$ cat src/rtl/uart_rx_fifo_if.sv
// rtl/uart_rx_fifo_if.sv - write strobe and read valid/ready bundle for uart_rx_fifo
interface uart_rx_fifo_if #(
   parameter int N = 8
);
   logic         wr_valid_i;
   logic [N-1:0] wr_data_i;
   logic         wr_perr_i;
   logic         rd_ready_i;
   logic         rd_valid_o;
   logic [N-1:0] rd_data_o;
   logic         rd_perr_o;

   modport master (
      output wr_valid_i, wr_data_i, wr_perr_i, rd_ready_i,
      input  rd_valid_o, rd_data_o, rd_perr_o
   );

   modport slave (
      input  wr_valid_i, wr_data_i, wr_perr_i, rd_ready_i,
      output rd_valid_o, rd_data_o, rd_perr_o
   );
endinterface

$ cat src/rtl/uart_rx_fifo.sv
// rtl/uart_rx_fifo.sv - circular receive FIFO behind the UART with sticky overrun flag
// Optional per-entry parity flag storage enabled by UART_RX_FIFO_PERR_EN.
module uart_rx_fifo #(
   parameter int N        = 8,
   parameter int DEPTH    = 16,
   parameter int AF_LEVEL = 12
) (
   input  logic                   sysclk,
   input  logic                   reset_n,
   uart_rx_fifo_if.slave          bus,
   input  logic                   clr_overrun_i,
   output logic [$clog2(DEPTH):0] count_o,
   output logic                   empty_o,
   output logic                   full_o,
   output logic                   almost_full_o,
   output logic                   overrun_o
);
   localparam int AW = $clog2(DEPTH);
   localparam int CW = AW + 1;

   logic [AW-1:0] r_wr_ptr;
   logic [AW-1:0] r_rd_ptr;
   logic [CW-1:0] r_count;
   logic          r_valid;
   logic          r_empty;
   logic          r_full;
   logic          r_af;
   logic          r_ovr;
   logic [N-1:0]  r_mem [DEPTH];

   logic          w_pop;
   logic          w_push;
   logic          w_drop;
   logic [CW-1:0] w_count_nxt;

   // A full FIFO still accepts a write when the head leaves in the same cycle.
   assign w_pop       = r_valid & bus.rd_ready_i;
   assign w_push      = bus.wr_valid_i & (~r_full | w_pop);
   assign w_drop      = bus.wr_valid_i & r_full & ~w_pop;
   assign w_count_nxt = r_count + CW'(w_push) - CW'(w_pop);

   always_ff @(posedge sysclk) begin
      if (!reset_n) begin
         r_wr_ptr <= '0;
         r_rd_ptr <= '0;
         r_count  <= '0;
         r_valid  <= 1'b0;
         r_empty  <= 1'b1;
         r_full   <= 1'b0;
         r_af     <= 1'b0;
         r_ovr    <= 1'b0;
      end else begin
         if (w_push) r_wr_ptr <= r_wr_ptr + AW'(1);
         if (w_pop)  r_rd_ptr <= r_rd_ptr + AW'(1);
         r_count <= w_count_nxt;
         r_valid <= (w_count_nxt != '0);
         r_empty <= (w_count_nxt == '0);
         r_full  <= (w_count_nxt == CW'(DEPTH));
         r_af    <= (w_count_nxt >= CW'(AF_LEVEL));
         if (w_drop)             r_ovr <= 1'b1;
         else if (clr_overrun_i) r_ovr <= 1'b0;
      end
   end

   // Storage is deliberately not reset; only the pointers define what is valid.
   always_ff @(posedge sysclk) begin
      if (reset_n && w_push) r_mem[r_wr_ptr] <= bus.wr_data_i;
   end

`ifdef UART_RX_FIFO_PERR_EN
   logic r_perr_mem [DEPTH];

   always_ff @(posedge sysclk) begin
      if (reset_n && w_push) r_perr_mem[r_wr_ptr] <= bus.wr_perr_i;
   end

   assign bus.rd_perr_o = r_perr_mem[r_rd_ptr];
`else
   logic w_unused_perr;

   assign w_unused_perr = bus.wr_perr_i;
   assign bus.rd_perr_o = 1'b0;
`endif

   assign bus.rd_valid_o = r_valid;
   assign bus.rd_data_o  = r_mem[r_rd_ptr];
   assign count_o        = r_count;
   assign empty_o        = r_empty;
   assign full_o         = r_full;
   assign almost_full_o  = r_af;
   assign overrun_o      = r_ovr;
endmodule

$ cat src/flat_wrapper.sv
// flat-port wrapper written by rule: the top's interface ports become plain ports
module uart_rx_fifo_flat 
#(
   parameter int N        = 8,
   parameter int DEPTH    = 16,
   parameter int AF_LEVEL = 12
)
  (sysclk, reset_n, clr_overrun_i, count_o, empty_o, full_o, almost_full_o, overrun_o, bus_wr_valid_i, bus_wr_data_i, bus_wr_perr_i, bus_rd_ready_i, bus_rd_valid_o, bus_rd_data_o, bus_rd_perr_o);
  uart_rx_fifo_if #(.N(N)) bus_i ();
  input  logic sysclk;
  input  logic reset_n;
  input  logic clr_overrun_i;
  output logic [$clog2(DEPTH):0] count_o;
  output logic empty_o;
  output logic full_o;
  output logic almost_full_o;
  output logic overrun_o;
  input wire logic [$bits(bus_i.wr_valid_i)-1:0] bus_wr_valid_i;
  input wire logic [$bits(bus_i.wr_data_i)-1:0] bus_wr_data_i;
  input wire logic [$bits(bus_i.wr_perr_i)-1:0] bus_wr_perr_i;
  input wire logic [$bits(bus_i.rd_ready_i)-1:0] bus_rd_ready_i;
  output wire logic [$bits(bus_i.rd_valid_o)-1:0] bus_rd_valid_o;
  output wire logic [$bits(bus_i.rd_data_o)-1:0] bus_rd_data_o;
  output wire logic [$bits(bus_i.rd_perr_o)-1:0] bus_rd_perr_o;
  assign bus_i.wr_valid_i = bus_wr_valid_i;
  assign bus_i.wr_data_i = bus_wr_data_i;
  assign bus_i.wr_perr_i = bus_wr_perr_i;
  assign bus_i.rd_ready_i = bus_rd_ready_i;
  assign bus_rd_valid_o = bus_i.rd_valid_o;
  assign bus_rd_data_o = bus_i.rd_data_o;
  assign bus_rd_perr_o = bus_i.rd_perr_o;
  uart_rx_fifo #(.N(N), .DEPTH(DEPTH), .AF_LEVEL(AF_LEVEL)) u_core (.sysclk(sysclk), .reset_n(reset_n), .bus(bus_i), .clr_overrun_i(clr_overrun_i), .count_o(count_o), .empty_o(empty_o), .full_o(full_o), .almost_full_o(almost_full_o), .overrun_o(overrun_o));
endmodule
$ cat config.mk
export PLATFORM = sky130hd
export DESIGN_NAME = uart_rx_fifo_flat
export DESIGN_NICKNAME = d
export VERILOG_FILES = /design/src/rtl/uart_rx_fifo_if.sv /design/src/rtl/uart_rx_fifo.sv /design/src/flat_wrapper.sv
export SDC_FILE = /design/constraint.sdc
export NUM_CORES = 1
export LEC_CHECK = 0
export ABC_AREA = 1
export CAP_MARGIN = 20
export CORE_ASPECT_RATIO = 0.5
export CORE_MARGIN = 1.5
export CORE_UTILIZATION = 60
export DETAILED_ROUTE_END_ITERATION = 16
export PLACE_DENSITY = 0.81
export REMOVE_ABC_BUFFERS = 1
export SLEW_MARGIN = 20
export SYNTH_ARGS = -nofsm -noshare
export SYNTH_HDL_FRONTEND = slang
export SYNTH_SLANG_ARGS = --single-unit
$ cat constraint.sdc
create_clock -name sysclk -period 6.8 [get_ports sysclk]
set_clock_uncertainty 0.05 [all_clocks]
set_input_delay 1.7 -clock sysclk [delete_from_list [all_inputs] [get_ports sysclk]]
set_output_delay 1.7 -clock sysclk [all_outputs]
set_load 0.03 [all_outputs]
==> results of run 1 <==
==> flip-flops by register name, summed over array words and instances (netlist names), named ones only <==
signal / cells
u_core.almost_full_o: 1
u_core.bus.rd_valid_o: 1
u_core.count_o: 5
u_core.empty_o: 1
u_core.full_o: 1
u_core.overrun_o: 1
u_core.r_mem: 128
u_core.r_rd_ptr: 4
u_core.r_wr_ptr: 4
==> path summary, 6_finish.rpt <==
| check | startpoint | endpoint | slack (ns) |
|---|---|---|---|
| hold reg to reg | u_core.overrun_o | u_core.overrun_o | 0.42 |
| setup / recovery | flop | bus_rd_data_o[7] | 2.09 |
| hold / removal | u_core.overrun_o | u_core.overrun_o | 0.42 |
| setup reg to reg | u_core.bus.rd_valid_o | u_core.bus.rd_valid_o | 4.50 |
==> cell type report <==
class	instances	area [um^2]
Multi-Input combinational cell	369	1650
Inverter	127	478
Sequential cell	150	4290
Tap cell	140	175
Timing Repair Buffer	32	315
Fill cell	639	2930
Clock buffer	24	514
Clock inverter	8	92.6
==> worst min-delay path, stage by stage (launching register included) <==
cell and delay, ns:
dfxtp_1 0.31, nand2_1 0.06, a21oi_1 0.06
==> metrics by stage <==
| stage | worst slack (ns) | instance area, um^2 |
|---|---|---|
| finish | 2.09 | 7510 |
| global route | 1.91 | 7510 |
| CTS | 2.13 | 7510 |
| detailed placement | 2.59 | 6910 |
| global placement | 2.62 | 6910 |
| floorplan | 2.42 | 6410 |
==> cell usage in the layout, fill, tap and decap left out, types with 2 or more instances in the layout <==
cell type	Yosys	final
clkinv_2	0	5
bufinv_16	0	2
nor2_1	25	25
inv_2	3	2
a21oi_1	9	9
o21ai_0	4	4
ha_1	10	10
clkdlybuf4s50_1	0	30
edfxtp_1	128	128
dfxtp_1	22	21
clkbuf_1	2	3
clkbuf_8	0	2
nand2_1	204	204
inv_1	124	124
clkbuf_16	0	19
nand3_1	113	113
buf_4	3	2
==> layer usage <==
metal / share of wire, % / GRT usage (%) / up-vias
met4: 2.5 / 12.2 / 0
met2: 47 / 43.2 / 284
met3: 10 / 6.01 / 41
met5: 0 / 0 / -
met1: 40 / 35.3 / 2145
li1: - / - / 2201
==> synth_stat cells <==
| library cell | number |
|---|---|
| fa_1 | 1 |
| nor2_1 | 25 |
| conb_1 | 1 |
| o21ai_0 | 4 |
| xor2_1 | 1 |
| nand3_1 | 113 |
| buf_6 | 8 |
| ha_1 | 10 |
| buf_4 | 3 |
| inv_2 | 3 |
| buf_2 | 14 |
| nor3_1 | 1 |
| clkbuf_1 | 2 |
| nand2_1 | 204 |
| edfxtp_1 | 128 |
| dfxtp_1 | 22 |
| a21oi_1 | 9 |
| inv_1 | 124 |
==> power by group through the flow <==
stage | clock [mW] | sequential [mW] | combinational [mW]
2_1_floorplan | 0 | 1.15 | 0.348
3_3_place_gp | 0 | 1.08 | 0.609
3_5_place_dp | 0 | 1.08 | 0.630
4_1_cts | 0.951 | 1.07 | 0.639
5_1_grt | 0.987 | 1.07 | 0.712
6_report | 0.949 | 1.07 | 0.645
==> kinds of logic after synthesis <==
| logic type | after synthesis | synth area share (%) |
|---|---|---|
| xor gates and xnor gates | 1 | 0.133 |
| DFF | 150 | 64.9 |
| adders and majority gates | 11 | 2.20 |
| buffers and inverters | 154 | 10.1 |
| and+or+nand+nor | 343 | 21.7 |
| other | 1 | 0.0568 |
| AOI/OAI and AO/OA | 13 | 0.985 |
==> out/qor.txt, run 1 <==
Sw Pwr - 803 uW
Slowest cell on crit path - clkinv_2
Hold WS - 0.424 ns
slew margin rel. - 37.6%
antenna-violating nets left - 0
Port Buffers - 30
Final Non-Filler Cells - 850
Peak VDD IR - 0.273 mV
DRC errors left - 0
Hold Path Depth - 2
flip-flop and latch count after synthesis - 150
shortest period the worst path allows - 4.71 ns
CP peak stage delay - 0.71 ns
Sink Count - 150
diode count - 0
routability cong. - 0.776
post-CTS resize count - 0
R2R cell count - 12
critical path depth - 7
Post-CTS Setup Inserts - 0
via/cell ratio - 5.50
vias in the first global route - 4547
Critical Path Source Type - flop
total gr overflow - 0
worst-path cell chain - clkinv_2 > nand2_1 > nand3_1 > nand3_1 > nand3_1 > nand2_1 > clkdlybuf4s50_1
Final Hold Vio Count - 0
CP Buf/Inv Count - 2
Tcrit/Tclk final - 69.3%
Die Y - 77.2 um
Int Pwr - 1.86 mW
part of the power in the clock network - 35.7%
TritonCTS clock tree - yes
layout cells sized above 1 - 4.79%
worst-margin pin slew - 0.934 ns
1st-pass router iterations - 6
P_leak - 3.23 nW
Worst path top cell family by delay - buffers and inverters
final WL - 14400 um
Worst EP arrival - 2.96 ns
Max Slew Vio Count - 0
final setup fails - 0
Final Core Density - 72.0%
layout net count - 722
Max Cap Violations - 0
total power - 2.66 mW
Die X-Extent - 151 um
initial antenna violation count - 0
core area - 10400 um^2
RSZ-0062 raised after global routing - false
wire per inst - 16.9 um
Switching Share - 30.2%
Gate Count Post-Synth - 673
total track usage - 27.0%
Rows - 26
Ports - 33
count of cell types in the netlist - 18
Inserted Clock Buffers - 17
status - finished clean
Ys Warns - 0
Root Driver - clkbuf_16
largest net degree at the start of global routing - 65
vias - 4671
Yosys top cell area share - 58.2%
CTS H-Tree Depth - 4
CP required - 5.05 ns
First DRT Iteration DRCs - 591
CP Class - flop to output port
HPWL Detailed - 8730 um
placed insts - 818
first-pass GRT wire length - 22900 um
cell area after synthesis - 6600 um^2
clock buffer depth - 2
Top cell by count, worst path - nand3_1
sequential power share - 40.1%
post-synth top area cell - edfxtp_1
f_max - 212 MHz
DIE AREA - 11700 um^2
Crit Path Max Fanout - 64
hold buffers post-CTS - 0
clk_lat worst skew - 0.41 ns
worst hold path type - flop to flop
combinational power share - 24.3%
post-synthesis sequential area ratio - 64.9%
Worst-path clk slew - 0.06 ns
syn_area_per_cell - 9.81 um^2
Initial Utilization - 63.2%
synth top area cells - edfxtp_1 58%, nand2_1 12%, nand3_1 8.6%
PwrDens - 354 nW/um^2
CP Capture Type - output port
setup TNS - 0 ns
Layout area overhead - 13.8%
Note: power is estimated with default switching activity, not from simulation.
==> run 2: changes to the inputs <==
--- a/config.mk
+++ b/config.mk
@@ -9,9 +9,9 @@
 export CAP_MARGIN = 20
 export CORE_ASPECT_RATIO = 0.5
 export CORE_MARGIN = 1.5
-export CORE_UTILIZATION = 60
+export CORE_UTILIZATION = 54
 export DETAILED_ROUTE_END_ITERATION = 16
-export PLACE_DENSITY = 0.81
+export PLACE_DENSITY = 0.77
 export REMOVE_ABC_BUFFERS = 1
 export SLEW_MARGIN = 20
 export SYNTH_ARGS = -nofsm -noshare
==> constraint.sdc (replaced) <==
create_clock -name sysclk -period 3.95 [get_ports sysclk]
set_clock_uncertainty 0.05 [all_clocks]
set_input_delay 0.9875 -clock sysclk [delete_from_list [all_inputs] [get_ports sysclk]]
set_output_delay 0.9875 -clock sysclk [all_outputs]
set_load 0.03 [all_outputs]
==> run 2 against run 1 <==
Sequential power grew 71%. Utilization fell by 7.9 points. Via count fell by 0.83%. Clock power is 65% higher. Largest cell class unchanged. Highest routed layer unchanged. Critical path type unchanged.
==> out/qor.txt, run 2 (synthesized netlist as in run 1, its figures left out) <==
clock buffer depth - 2 (unchanged)
initial antenna violation count - 0 (unchanged)
combinational power share - 24.8% (+0.5 points)
layout cells sized above 1 - 6.40% (+1.6 points)
Max Slew Vio Count - 0 (unchanged)
Sink Count - 150 (unchanged)
Final Hold Vio Count - 0 (unchanged)
Port Buffers - 30 (unchanged)
commonest non-fill, non-tap cell in the layout - nand2_1
post-route design area - 7610 um^2 (+1.3%)
Die Y - 81.2 um (+5.2%)
setup ws final - 0.355 ns (-1.73 ns)
part of the power in the clock network - 34.7% (-1.0 points)
1st-pass router iterations - 5 (-1)
Final Core Density - 64.1% (-7.9 points)
Switching Share - 31.4% (+1.2 points)
RSZ-0062 raised after global routing - false
PwrDens - 595 nW/um^2 (+68%)
DIE AREA - 12900 um^2 (+11%)
Max Cap Violations - 0 (unchanged)
Layout area overhead - 15.3%
Inserted Clock Buffers - 17 (unchanged)
status - finished clean
Initial Utilization - 55.6% (-7.6 points)
core area - 11900 um^2 (+14%)
CTS H-Tree Depth - 4 (unchanged)
Worst-path clk slew - 0.06 ns (about the same)
routability cong. - 0.882 (+14%)
setup TNS - 0 ns (unchanged)
wire per inst - 16.1 um (-5.1%)
total track usage - 23.6% (-3.4 points)
First DRT Iteration DRCs - 503 (-15%)
total power - 4.53 mW (+70%)
post-CTS resize count - 0 (unchanged)
Post-CTS Setup Inserts - 0 (unchanged)
CP Class - flop to output port
Rows - 28 (+7.7%)
DRC errors left - 0 (unchanged)
vias - 4632 (-0.83%)
largest net degree at the start of global routing - 65 (unchanged)
most frequent cells in the layout - 204 x nand2_1, 128 x edfxtp_1, 124 x inv_1
max reg flops - 128 (unchanged)
Crit Path Max Fanout - 32 (-50%)
slew margin rel. - 44.2% (+6.6 points)
Die X-Extent - 159 um (+5.3%)
diode count - 0 (unchanged)
antenna-violating nets left - 0 (unchanged)
CP required - 2.91 ns (-2.14 ns)
worst hold path type - flop to flop
sequential power share - 40.5% (+0.4 points)
final setup fails - 0 (unchanged)
Sw Pwr - 1.42 mW (+77%)
final WL - 14200 um (-1.3%)
HPWL Detailed - 8680 um (-0.61%)
total gr overflow - 0 (unchanged)
CP Capture Type - output port
f_max - 278 MHz
Final Non-Filler Cells - 884 (+4.0%)
P_leak - 3.26 nW (+0.86%)
placed insts - 852 (+4.2%)
Hold WS - 0.422 ns (-0.00219 ns)
Root Driver - clkbuf_16
Worst EP arrival - 2.56 ns (-0.40 ns)
worst-margin pin slew - 0.834 ns (-0.100 ns)
placed instance area - 7030 um^2 (+1.8%)
first-pass GRT wire length - 22500 um (-1.8%)
hold buffers post-CTS - 0 (unchanged)
Peak VDD IR - 0.433 mV (+59%)
vias in the first global route - 4383 (-3.6%)
Int Pwr - 3.11 mW (+67%)
layout net count - 731 (+1.2%)
shortest period the worst path allows - 3.60 ns
worst slack, placed - 0.554 ns (-2.04 ns)
Ports - 33 (unchanged)
Top reg by flops - u_core.r_mem
TritonCTS clock tree - yes
clk_lat worst skew - 0.42 ns (about the same)
via/cell ratio - 5.24 (-4.6%)
Critical Path Source Type - flop
Tcrit/Tclk final - 91.0%
-- run 2: layout make-up --
class                   count  area [um^2]
inverters                 127          477
repair buffers             41          408
multi-input cells         369         1650
well taps                 165          206
clock inverters            15          156
clock buffers              17          425
flip-flops and latches    150         4290
fillers                   864         4270
-- run 2: power by group through the flow --
stage | clock network, mW | registers (mW) | logic, mW
3_5_place_dp | 0 | 1.87 | 1.11
4_1_cts | 1.58 | 1.84 | 1.12
2_1_floorplan | 0 | 1.98 | 0.599
5_1_grt | 1.66 | 1.84 | 1.24
6_report | 1.57 | 1.83 | 1.12
3_3_place_gp | 0 | 1.87 | 1.07
-- run 2: path summary, 6_finish.rpt --
check	slack (ns)	endpoint	cells after the start	from
worst max-delay path	0.35	bus_rd_data_o[3]	6	flop
worst min register to register	0.42	u_core.overrun_o	2	u_core.overrun_o
worst min-delay path	0.42	u_core.overrun_o	2	u_core.overrun_o
worst max register to register	1.69	u_core.bus.rd_valid_o	12	u_core.bus.rd_valid_o
-- run 2: routing by layer --
layer / vias up / part of all wire (%) / track usage [%]
met3: 25 / 9.7 / 7.30
met1: 2171 / 41 / 30.2
li1: 2216 / - / -
met2: 220 / 48 / 38.9
met5: - / 0 / 0
met4: 0 / 1.9 / 8.11
-- run 2: worst max-delay path, cell delays in order, from the launching register on --
cell	delay (ns)
dfxtp_1	0.34
inv_2	0.51
nand3_1	0.20
nand3_1	0.18
nand3_1	0.14
nand2_1	0.09
clkdlybuf4s50_1	0.67
